[src/rtl/x3q16_pkg.sv]
// Shared types and constants for the two-port memory arbiter.
package x3q16_pkg;

  typedef enum logic [1:0] {
    ST_IDLE  = 2'd0,
    ST_ISSUE = 2'd1,
    ST_WAIT  = 2'd2
  } arb_state_e;

  localparam logic PORT_CPU = 1'b0;
  localparam logic PORT_DMA = 1'b1;

  localparam logic [15:0] ABORT_DATA = 16'hFFFF;

  typedef struct packed {
    logic        write;
    logic [15:0] addr;
    logic [15:0] data;
  } req_t;

endpackage

[src/rtl/mem_arb_slot.sv]
// One-deep pending request slot for a single requester, with sticky overrun detect.
module mem_arb_slot
  import x3q16_pkg::*;
(
  input  logic        clk,
  input  logic        reset_n,
  input  logic        req_i,
  input  logic        req_type_i,
  input  logic [15:0] req_addr_i,
  input  logic [15:0] req_data_i,
  input  logic        free_i,
  output logic        pending_o,
  output req_t        slot_o,
  output logic        overrun_o
);

  logic full_q, full_d;
  logic overrun_q, overrun_d;
  req_t data_q, data_d;
  req_t incoming;

  assign incoming.write = req_type_i;
  assign incoming.addr  = req_addr_i;
  assign incoming.data  = req_data_i;

  // A fresh pulse counts as pending immediately so IDLE can grant it on the capture edge.
  assign pending_o = full_q | req_i;
  assign slot_o    = full_q ? data_q : incoming;
  assign overrun_o = overrun_q;

  always_comb begin
    full_d    = full_q;
    data_d    = data_q;
    overrun_d = overrun_q;
    if (req_i) begin
      if (full_q) begin
        overrun_d = 1'b1;
      end else begin
        full_d = 1'b1;
        data_d = incoming;
      end
    end
    if (free_i) begin
      full_d = 1'b0;
    end
  end

  always_ff @(posedge clk) begin
    if (!reset_n) begin
      full_q    <= 1'b0;
      overrun_q <= 1'b0;
      data_q    <= '0;
    end else begin
      full_q    <= full_d;
      overrun_q <= overrun_d;
      data_q    <= data_d;
    end
  end

endmodule

[src/rtl/mem_arbiter.sv]
// Arbitrates CPU and DMA requesters onto one shared memory port with
// fair priority, per-transfer timeout and registered response pulses.
module mem_arbiter
  import x3q16_pkg::*;
#(
  parameter int TIMEOUT = 255
) (
  input  logic        clk,
  input  logic        reset_n,
  input  logic        cpu_request,
  input  logic        cpu_request_type,
  input  logic [15:0] cpu_request_address,
  input  logic [15:0] cpu_data_out,
  output logic [15:0] cpu_memory_in,
  output logic        cpu_memory_ready,
  output logic        cpu_write_complete,
  input  logic        dma_request,
  input  logic        dma_request_type,
  input  logic [15:0] dma_request_address,
  input  logic [15:0] dma_data_out,
  output logic [15:0] dma_memory_in,
  output logic        dma_memory_ready,
  output logic        dma_write_complete,
  output logic        mem_request,
  output logic        mem_request_type,
  output logic [15:0] mem_address,
  output logic [15:0] mem_data,
  input  logic [15:0] mem_memory_in,
  input  logic        mem_memory_ready,
  input  logic        mem_write_complete,
  output logic        timeout_err,
  output logic        overrun_err
);

  localparam logic [7:0] TIMEOUT_CNT = 8'(TIMEOUT);

  logic cpu_pending, dma_pending, cpu_overrun, dma_overrun, cpu_free, dma_free;
  req_t cpu_slot, dma_slot, grant_slot;

  arb_state_e  state_q, state_d;
  logic        owner_q, owner_d;
  logic        prio_q, prio_d;
  logic [7:0]  cnt_q, cnt_d;
  logic        mem_req_q, mem_req_d, mem_type_q, mem_type_d;
  logic [15:0] mem_addr_q, mem_addr_d, mem_data_q, mem_data_d;
  logic [15:0] cpu_rdata_q, cpu_rdata_d, dma_rdata_q, dma_rdata_d;
  logic        cpu_ready_q, cpu_ready_d, cpu_wdone_q, cpu_wdone_d;
  logic        dma_ready_q, dma_ready_d, dma_wdone_q, dma_wdone_d;
  logic        timeout_q, timeout_d;

  logic any_pending, grant_port, done, abort, finish, other_pending;

  mem_arb_slot u_cpu_slot (
    .clk        (clk),
    .reset_n    (reset_n),
    .req_i      (cpu_request),
    .req_type_i (cpu_request_type),
    .req_addr_i (cpu_request_address),
    .req_data_i (cpu_data_out),
    .free_i     (cpu_free),
    .pending_o  (cpu_pending),
    .slot_o     (cpu_slot),
    .overrun_o  (cpu_overrun)
  );

  mem_arb_slot u_dma_slot (
    .clk        (clk),
    .reset_n    (reset_n),
    .req_i      (dma_request),
    .req_type_i (dma_request_type),
    .req_addr_i (dma_request_address),
    .req_data_i (dma_data_out),
    .free_i     (dma_free),
    .pending_o  (dma_pending),
    .slot_o     (dma_slot),
    .overrun_o  (dma_overrun)
  );

  assign any_pending   = cpu_pending | dma_pending;
  assign grant_port    = (cpu_pending && dma_pending) ? prio_q :
                         (dma_pending ? PORT_DMA : PORT_CPU);
  assign grant_slot    = (grant_port == PORT_DMA) ? dma_slot : cpu_slot;
  assign done          = (state_q == ST_WAIT) &&
                         (mem_type_q ? mem_write_complete : mem_memory_ready);
  assign abort         = (state_q == ST_WAIT) && !done && ((cnt_q + 8'd1) == TIMEOUT_CNT);
  assign finish        = done | abort;
  assign other_pending = (owner_q == PORT_CPU) ? dma_pending : cpu_pending;
  assign cpu_free      = finish && (owner_q == PORT_CPU);
  assign dma_free      = finish && (owner_q == PORT_DMA);

  always_ff @(posedge clk) begin
    if (!reset_n) begin
      state_q <= ST_IDLE;
    end else begin
      state_q <= state_d;
    end
  end

  always_comb begin
    state_d = state_q;
    unique case (state_q)
      ST_IDLE:  if (any_pending) state_d = ST_ISSUE;
      ST_ISSUE: state_d = ST_WAIT;
      ST_WAIT:  if (finish) state_d = ST_IDLE;
      default:  state_d = ST_IDLE;
    endcase
  end

  always_comb begin
    owner_d     = owner_q;
    prio_d      = prio_q;
    cnt_d       = cnt_q;
    mem_req_d   = 1'b0;
    mem_type_d  = mem_type_q;
    mem_addr_d  = mem_addr_q;
    mem_data_d  = mem_data_q;
    cpu_rdata_d = cpu_rdata_q;
    dma_rdata_d = dma_rdata_q;
    cpu_ready_d = 1'b0;
    cpu_wdone_d = 1'b0;
    dma_ready_d = 1'b0;
    dma_wdone_d = 1'b0;
    timeout_d   = 1'b0;
    unique case (state_q)
      ST_IDLE: begin
        if (any_pending) begin
          owner_d    = grant_port;
          mem_req_d  = 1'b1;
          mem_type_d = grant_slot.write;
          mem_addr_d = grant_slot.addr;
          mem_data_d = grant_slot.data;
        end
      end
      ST_ISSUE: cnt_d = '0;
      ST_WAIT: begin
        cnt_d = cnt_q + 8'd1;
        if (finish) begin
          timeout_d = abort;
          // Priority passes to the other port only if it was kept waiting.
          if (other_pending) prio_d = ~owner_q;
          if (owner_q == PORT_CPU) begin
            cpu_ready_d = ~mem_type_q;
            cpu_wdone_d = mem_type_q;
            if (!mem_type_q) cpu_rdata_d = done ? mem_memory_in : ABORT_DATA;
          end else begin
            dma_ready_d = ~mem_type_q;
            dma_wdone_d = mem_type_q;
            if (!mem_type_q) dma_rdata_d = done ? mem_memory_in : ABORT_DATA;
          end
        end
      end
      default: ;
    endcase
  end

  always_ff @(posedge clk) begin
    if (!reset_n) begin
      owner_q     <= PORT_CPU;
      prio_q      <= PORT_CPU;
      cnt_q       <= '0;
      mem_req_q   <= 1'b0;
      mem_type_q  <= 1'b0;
      mem_addr_q  <= '0;
      mem_data_q  <= '0;
      cpu_rdata_q <= '0;
      dma_rdata_q <= '0;
      cpu_ready_q <= 1'b0;
      cpu_wdone_q <= 1'b0;
      dma_ready_q <= 1'b0;
      dma_wdone_q <= 1'b0;
      timeout_q   <= 1'b0;
    end else begin
      owner_q     <= owner_d;
      prio_q      <= prio_d;
      cnt_q       <= cnt_d;
      mem_req_q   <= mem_req_d;
      mem_type_q  <= mem_type_d;
      mem_addr_q  <= mem_addr_d;
      mem_data_q  <= mem_data_d;
      cpu_rdata_q <= cpu_rdata_d;
      dma_rdata_q <= dma_rdata_d;
      cpu_ready_q <= cpu_ready_d;
      cpu_wdone_q <= cpu_wdone_d;
      dma_ready_q <= dma_ready_d;
      dma_wdone_q <= dma_wdone_d;
      timeout_q   <= timeout_d;
    end
  end

  assign mem_request        = mem_req_q;
  assign mem_request_type   = mem_type_q;
  assign mem_address        = mem_addr_q;
  assign mem_data           = mem_data_q;
  assign cpu_memory_in      = cpu_rdata_q;
  assign cpu_memory_ready   = cpu_ready_q;
  assign cpu_write_complete = cpu_wdone_q;
  assign dma_memory_in      = dma_rdata_q;
  assign dma_memory_ready   = dma_ready_q;
  assign dma_write_complete = dma_wdone_q;
  assign timeout_err        = timeout_q;
  assign overrun_err        = cpu_overrun | dma_overrun;

endmodule
[config.mk]
export PLATFORM = sky130hd
export DESIGN_NAME = mem_arbiter
export DESIGN_NICKNAME = d
export VERILOG_FILES = /design/src/rtl/x3q16_pkg.sv /design/src/rtl/mem_arb_slot.sv /design/src/rtl/mem_arbiter.sv
export SDC_FILE = /design/constraint.sdc
export NUM_CORES = 1
export LEC_CHECK = 0
export CAP_MARGIN = 20
export CELL_PAD_IN_SITES_DETAIL_PLACEMENT = 1
export CELL_PAD_IN_SITES_GLOBAL_PLACEMENT = 1
export CORE_ASPECT_RATIO = 2
export CORE_UTILIZATION = 30
export CTS_BUF_LIST = sky130_fd_sc_hd__clkbuf_4 sky130_fd_sc_hd__clkbuf_8 sky130_fd_sc_hd__clkbuf_16
export CTS_CLUSTER_SIZE = 28
export DETAILED_ROUTE_END_ITERATION = 10
export PLACE_DENSITY_LB_ADDON = 0.1
export SLEW_MARGIN = 20
export SYNTH_ARGS = -nofsm -noshare
export SYNTH_HDL_FRONTEND = slang
export SYNTH_HIERARCHICAL = 1
export SYNTH_SLANG_ARGS = --single-unit
[constraint.sdc]
create_clock -name clk -period 2.71 [get_ports clk]
set_input_delay 0.271 -clock clk [delete_from_list [all_inputs] [get_ports clk]]
set_output_delay 0.271 -clock clk [all_outputs]
set_load 0.01 [all_outputs]
Word-level counts from Yosys, hierarchy flattened
Cells that the tools add are included.

cells by class
  eq/ne operators = 5
  $add $sub $neg = 1
  bitwise logic cells = 10
  reductions and logical operators = 22
  muxes and demuxes = 13

operators with widths
  cell                   number
  $mux W33               3
  $mux W16               1
  $pmux W8 S2            1
  $reduce_and A4 Y1      3
  $reduce_and A2 Y1      5
  $add A8 B1 Y8 const B  1
  $eq A8 B8 Y1 const B   1
  $logic_and A1 B1 Y1    6
  $pmux W2 S3            1
  $reduce_and A3 Y1      2
  $mux W1                5
  $not A1 Y1             5
  $or A1 B1 Y1           5
  $mux W2                2
  $ne A2 B2 Y1 const B   2
  $reduce_or A2 Y1       2
  $reduce_or A4 Y1       1
  $eq A2 B1 Y1 const B   1
  $eq A2 B2 Y1 const B   1
  $logic_not A2 Y1       1
  $reduce_bool A2 Y1     1
  $logic_not A1 Y1       1

storage, ports and cells
  register bits = 153
  output and inout port bits = 72
  input bits = 88

Depth between registers and ports, before layout
  word-level depth = 8
  mapped depth = 9
  gate-level depth less buffers = 8

Modules after synthesis
The synthesis kept the hierarchy.

by module, submodules not included
  module        sequential area each (µm²)  area each (µm²)  times used  cells an instance
  mem_arbiter   1661.6                      3678.5           1           419
  mem_arb_slot  700.7                       1838.0           2           188

Worst setup path before layout
OpenSTA, ideal clock, no wires.

  path type = register -> register
  from = reg cnt_q[1]
  to = reg dma_rdata_q[10], in the netlist dma_memory_in[10]
  data arrival time = 1.905 ns
  data required time = 2.652 ns
  setup slack = 0.747 ns
  buffers on the path = 1
  stages on the path, launching flop included = 9
  path through = dfxtp_1 ha_1 nand2b_1 or4_4 a32oi_2 a21oi_2 nor2_4 buf_6 o21a_1

on the way
  word-level cells in the longest chain between the ends = 5

RTL lines
  item                                line                RTL
  from (decl)                         mem_arbiter.sv:43   logic [7:0] cnt_q, cnt_d;
  from (signal assigned)              mem_arbiter.sv:175  cnt_q <= cnt_d;
  $add A8 B1 Y8                       mem_arbiter.sv:85   assign abort = (state_q == ST_WAIT) && !done && ((cnt_q + 8'd1) == TIMEOUT_CNT);
  $eq A8 B8 Y1                        mem_arbiter.sv:85
  $logic_and A1 B1 Y1                 mem_arbiter.sv:85
  $or A1 B1 Y1                        mem_arbiter.sv:86   assign finish = done | abort;
  $reduce_and A4 Y1 (no source line)  n/a
  to (signal assigned)                mem_arbiter.sv:181  dma_rdata_q <= dma_rdata_d;
  to (decl)                           mem_arbiter.sv:46   logic [15:0] cpu_rdata_q, cpu_rdata_d, dma_rdata_q, dma_rdata_d;

No other way between the ends.
A chain may end at the register's enable or synchronous reset.

Final worst setup path
  from = reg cnt_q[1]
  to = reg dma_rdata_q[8], in the netlist dma_memory_in[8]

The elaborated chain is that of the path after synthesis.

==> summary.txt <==
Clk Latency, worst-skew pair = 0.45 ns
cts-stage hold buffer count = 0
buffers added on ports = 159
share of layout cells above drive strength 1 = 0.1436
TritonCTS clock tree = done
Clock Skews = 0.01103 ns
Core Area = 23,920 um2
register area share after synthesis = 0.4165
RSZ-0062 raised after global routing = no
Pins Over Slew Limit = 0
post-route setup TNS = 0 ns
area fraction of the dominant cell type after synthesis = 0.4165
Resize count post-CTS = 0
Worst Hold Class = input pin to flip-flop
Finished Layout Cells = 1,227
crit end category = flip-flop
CP startpoint = cnt_q[1]$_SDFFE_PN0P_
synth top area cells = dfxtp_1 42%, mux2i_1 14%, mux2_2 10%, nand2_1 7.6%, nor2_1 4.2%
Max stage delay on crit path = 0.45 ns
peak supply drop = 312.4 uV
CTS max path bufs = 2
Critical Path End = dma_memory_in[8]$_SDFFE_PN0P_
Worst Hold Launch = reset_n
Post-DP HPWL = 16,380 um
reg-to-reg endpoint = dma_memory_in[8]$_SDFFE_PN0P_
Initial Util = 0.3074
DIE AREA = 25,180 um2
Ys Warns = 6
initial antenna violation count = 0
Syn Inst Count = 795
CP Max Fanout = 16
first-pass GRT wire length = 36,200 um
area leader, netlist = dfxtp_1
H-tree depth = 4
Fin Hold WS = 0.3587 ns
GRT Resource Usage Total = 0.1894
syn_area_per_cell = 9.251 um2
routed vias/inst = 5.006
I/O pin total = 160
clk slew on worst S/H paths = 0.06 ns
cell at the root of the clock tree = clkbuf_16
placed insts = 1,195
Post-synth ARST share = 0
CP Cell Sequence = ha_1, nand2b_1, or4_4, a32oi_2, a21oi_2, nor2_4, o21a_1
die span in y = 223.4 um
worst slew pin tran = 0.7741 ns
relative slew slack = 0.4839
R2R Setup Slk = 0.30 ns
1st-pass router iterations = 4
Yosys cell types = 43
Syn Std Cell Area = 7355 um2
Tmin final = 2.411 ns
DRT iter0 DRCs = 184
Post-synth EDFFs = 0
synthesized flop and latch total = 153
DRC viols = 0
WL final = 22,980 um
Post-Layout Inst Area = 9696 um2
Num CTS Buffers = 17
Avg WL per Cell = 18.73 um
row count = 80
Setup Buffers After CTS = 0
die width = 112.7 um
Max-cap violations = 0
critical path class = flip-flop to flip-flop
status = finished, final reports clean
vias in the first global route = 6,874
clk sinks = 153
Antenna Nets Post-Route = 0
gpl congestion = 0.7505
Max Freq = 0.4148 GHz
Final nets = 1,020
placed inst area = 9082 um2
Lkg Pwr = 0.003834 uW
CP arrival = 2.80 ns
Worst setup SP type = flip-flop
Area Overhead vs Synth = 31.83%
ys flop type = dfxtp_1
required time of the critical path = 3.10 ns
Final Setup Violations = 0
Slowest-stage cell, CP = dfxtp_1
P per Cell Area = 659.8 nW/um2
pin count of the biggest net entering global routing = 143
reg2reg start = cnt_q[1]$_SDFFE_PN0P_
fin crit share = 0.8896
syn nets = 888
GRT overflow = 0
Worst Reg-to-Reg Cells = 7
final hold vios = 0
Via Count = 6,142
Antenna Cells = 0
[worst min path at each step]
stage | to | slack (ns) | depth (start not counted)
after floorplan | prio_q$_SDFFE_PN0P_ | 0.39 | 1
after detailed placement | u_dma_slot/data_q[18]$_SDFFE_PN0P_ | 0.45 | 2
after CTS | cnt_q[3]$_SDFFE_PN0P_ | 0.36 | 3
after global placement | u_dma_slot/data_q[25]$_SDFFE_PN0P_ | 0.44 | 2
after global routing | cnt_q[6]$_SDFFE_PN0P_ | 0.40 | 3
final | cnt_q[3]$_SDFFE_PN0P_ | 0.36 | 3
[cell usage in the layout (no fill, tap or decap), drive strengths merged]
cell type        n
bufinv           3
nor3            37
or3              2
dfxtp          153
o221a            1
or4              2
clkinvlp         3
or2              4
o21ai            4
inv             11
a31oi            1
nand4            1
mux2i          102
clkbuf          21
clkinv           4
nand2          149
and2             2
nor2b            4
clkdlybuf4s50  158
o211a            1
buf             18
o211ai           2
a21oi           13
o21a            34
and3             2
nor2            84
nor3b            2
nand4b           1
ha               5
o22ai            1
nand2b           4
a32oi            2
nand3            7
mux2            66
and3b            2
a211oi          33
and4b            1
[cells by family after synthesis]
family                   count (synthesis)  share of synthesized area
AO/OA/AOI/OAI                           92                    0.09051
adder cells (fa/ha/maj)                  5                   0.008506
buffers and inverters                   73                    0.06380
flip-flops                             153                     0.4165
multiplexers                           168                     0.2399
AND/OR/NAND/NOR                        304                     0.1808
[flip-flops by register name, summed over array words and instances (netlist names), 2 cells and up]
register	count
u_cpu_slot/data_q	33
u_dma_slot/data_q	33
cpu_memory_in	16
dma_memory_in	16
mem_address	16
mem_data	16
cnt_q	8
state_q	2
[cell usage after synthesis (all sizes together), types with 2 or more instances]
cell / n
nor2b: 4
and2: 2
or4: 2
a32oi: 2
clkbuf: 28
dfxtp: 153
nand2b: 4
and3b: 2
inv: 10
and3: 2
nand2: 149
o21ai: 4
or3: 2
o21a: 34
or2: 4
ha: 5
nor3: 37
o211ai: 2
a21oi: 13
nor2: 84
nand3: 7
a211oi: 33
nor3b: 2
buf: 35
mux2i: 102
mux2: 66
[final cells by class]
class	count	area, um2
Fill cell	2740	14230
Multi-Input combinational cell	569	3841
Sequential cell	153	3065
Timing Repair Buffer	176	1779
Clock buffer	21	467.9
Tap cell	287	359.1
Clock inverter	11	145.1
Inverter	10	37.54
[metrics by stage]
step / setup WS (ns) / util / total power, uW
floorplan: 0.7471 / - / 3351
finish: 0.2992 / 0.4053 / 6397
detailed placement: 0.2762 / 0.3797 / 3961
CTS: 0.2894 / 0.4053 / 6511
global route: 0.1859 / 0.4053 / 6707
global placement: 0.3194 / 0.3797 / 3912
[metal layers]
metal / track usage / share of wire
met1: 0.1806 / 0.37
met2: 0.3777 / 0.57
met3: 0.04292 / 0.036
met4: 0.07699 / 0.022
met5: 0 / 0
[worst max-delay path: cells and delay by family, from the launching register on]
family / cells / cell delay, ns
simple gates: 3 / 0.93
flops: 1 / 0.45
compound gates: 3 / 0.61
fa+ha+maj: 1 / 0.34
[power by group]
part / internal (uW) / switching, uW
combinational: 672 / 664
clock: 1510 / 990
sequential: 2430 / 124
(Power assumes the default switching activity.)
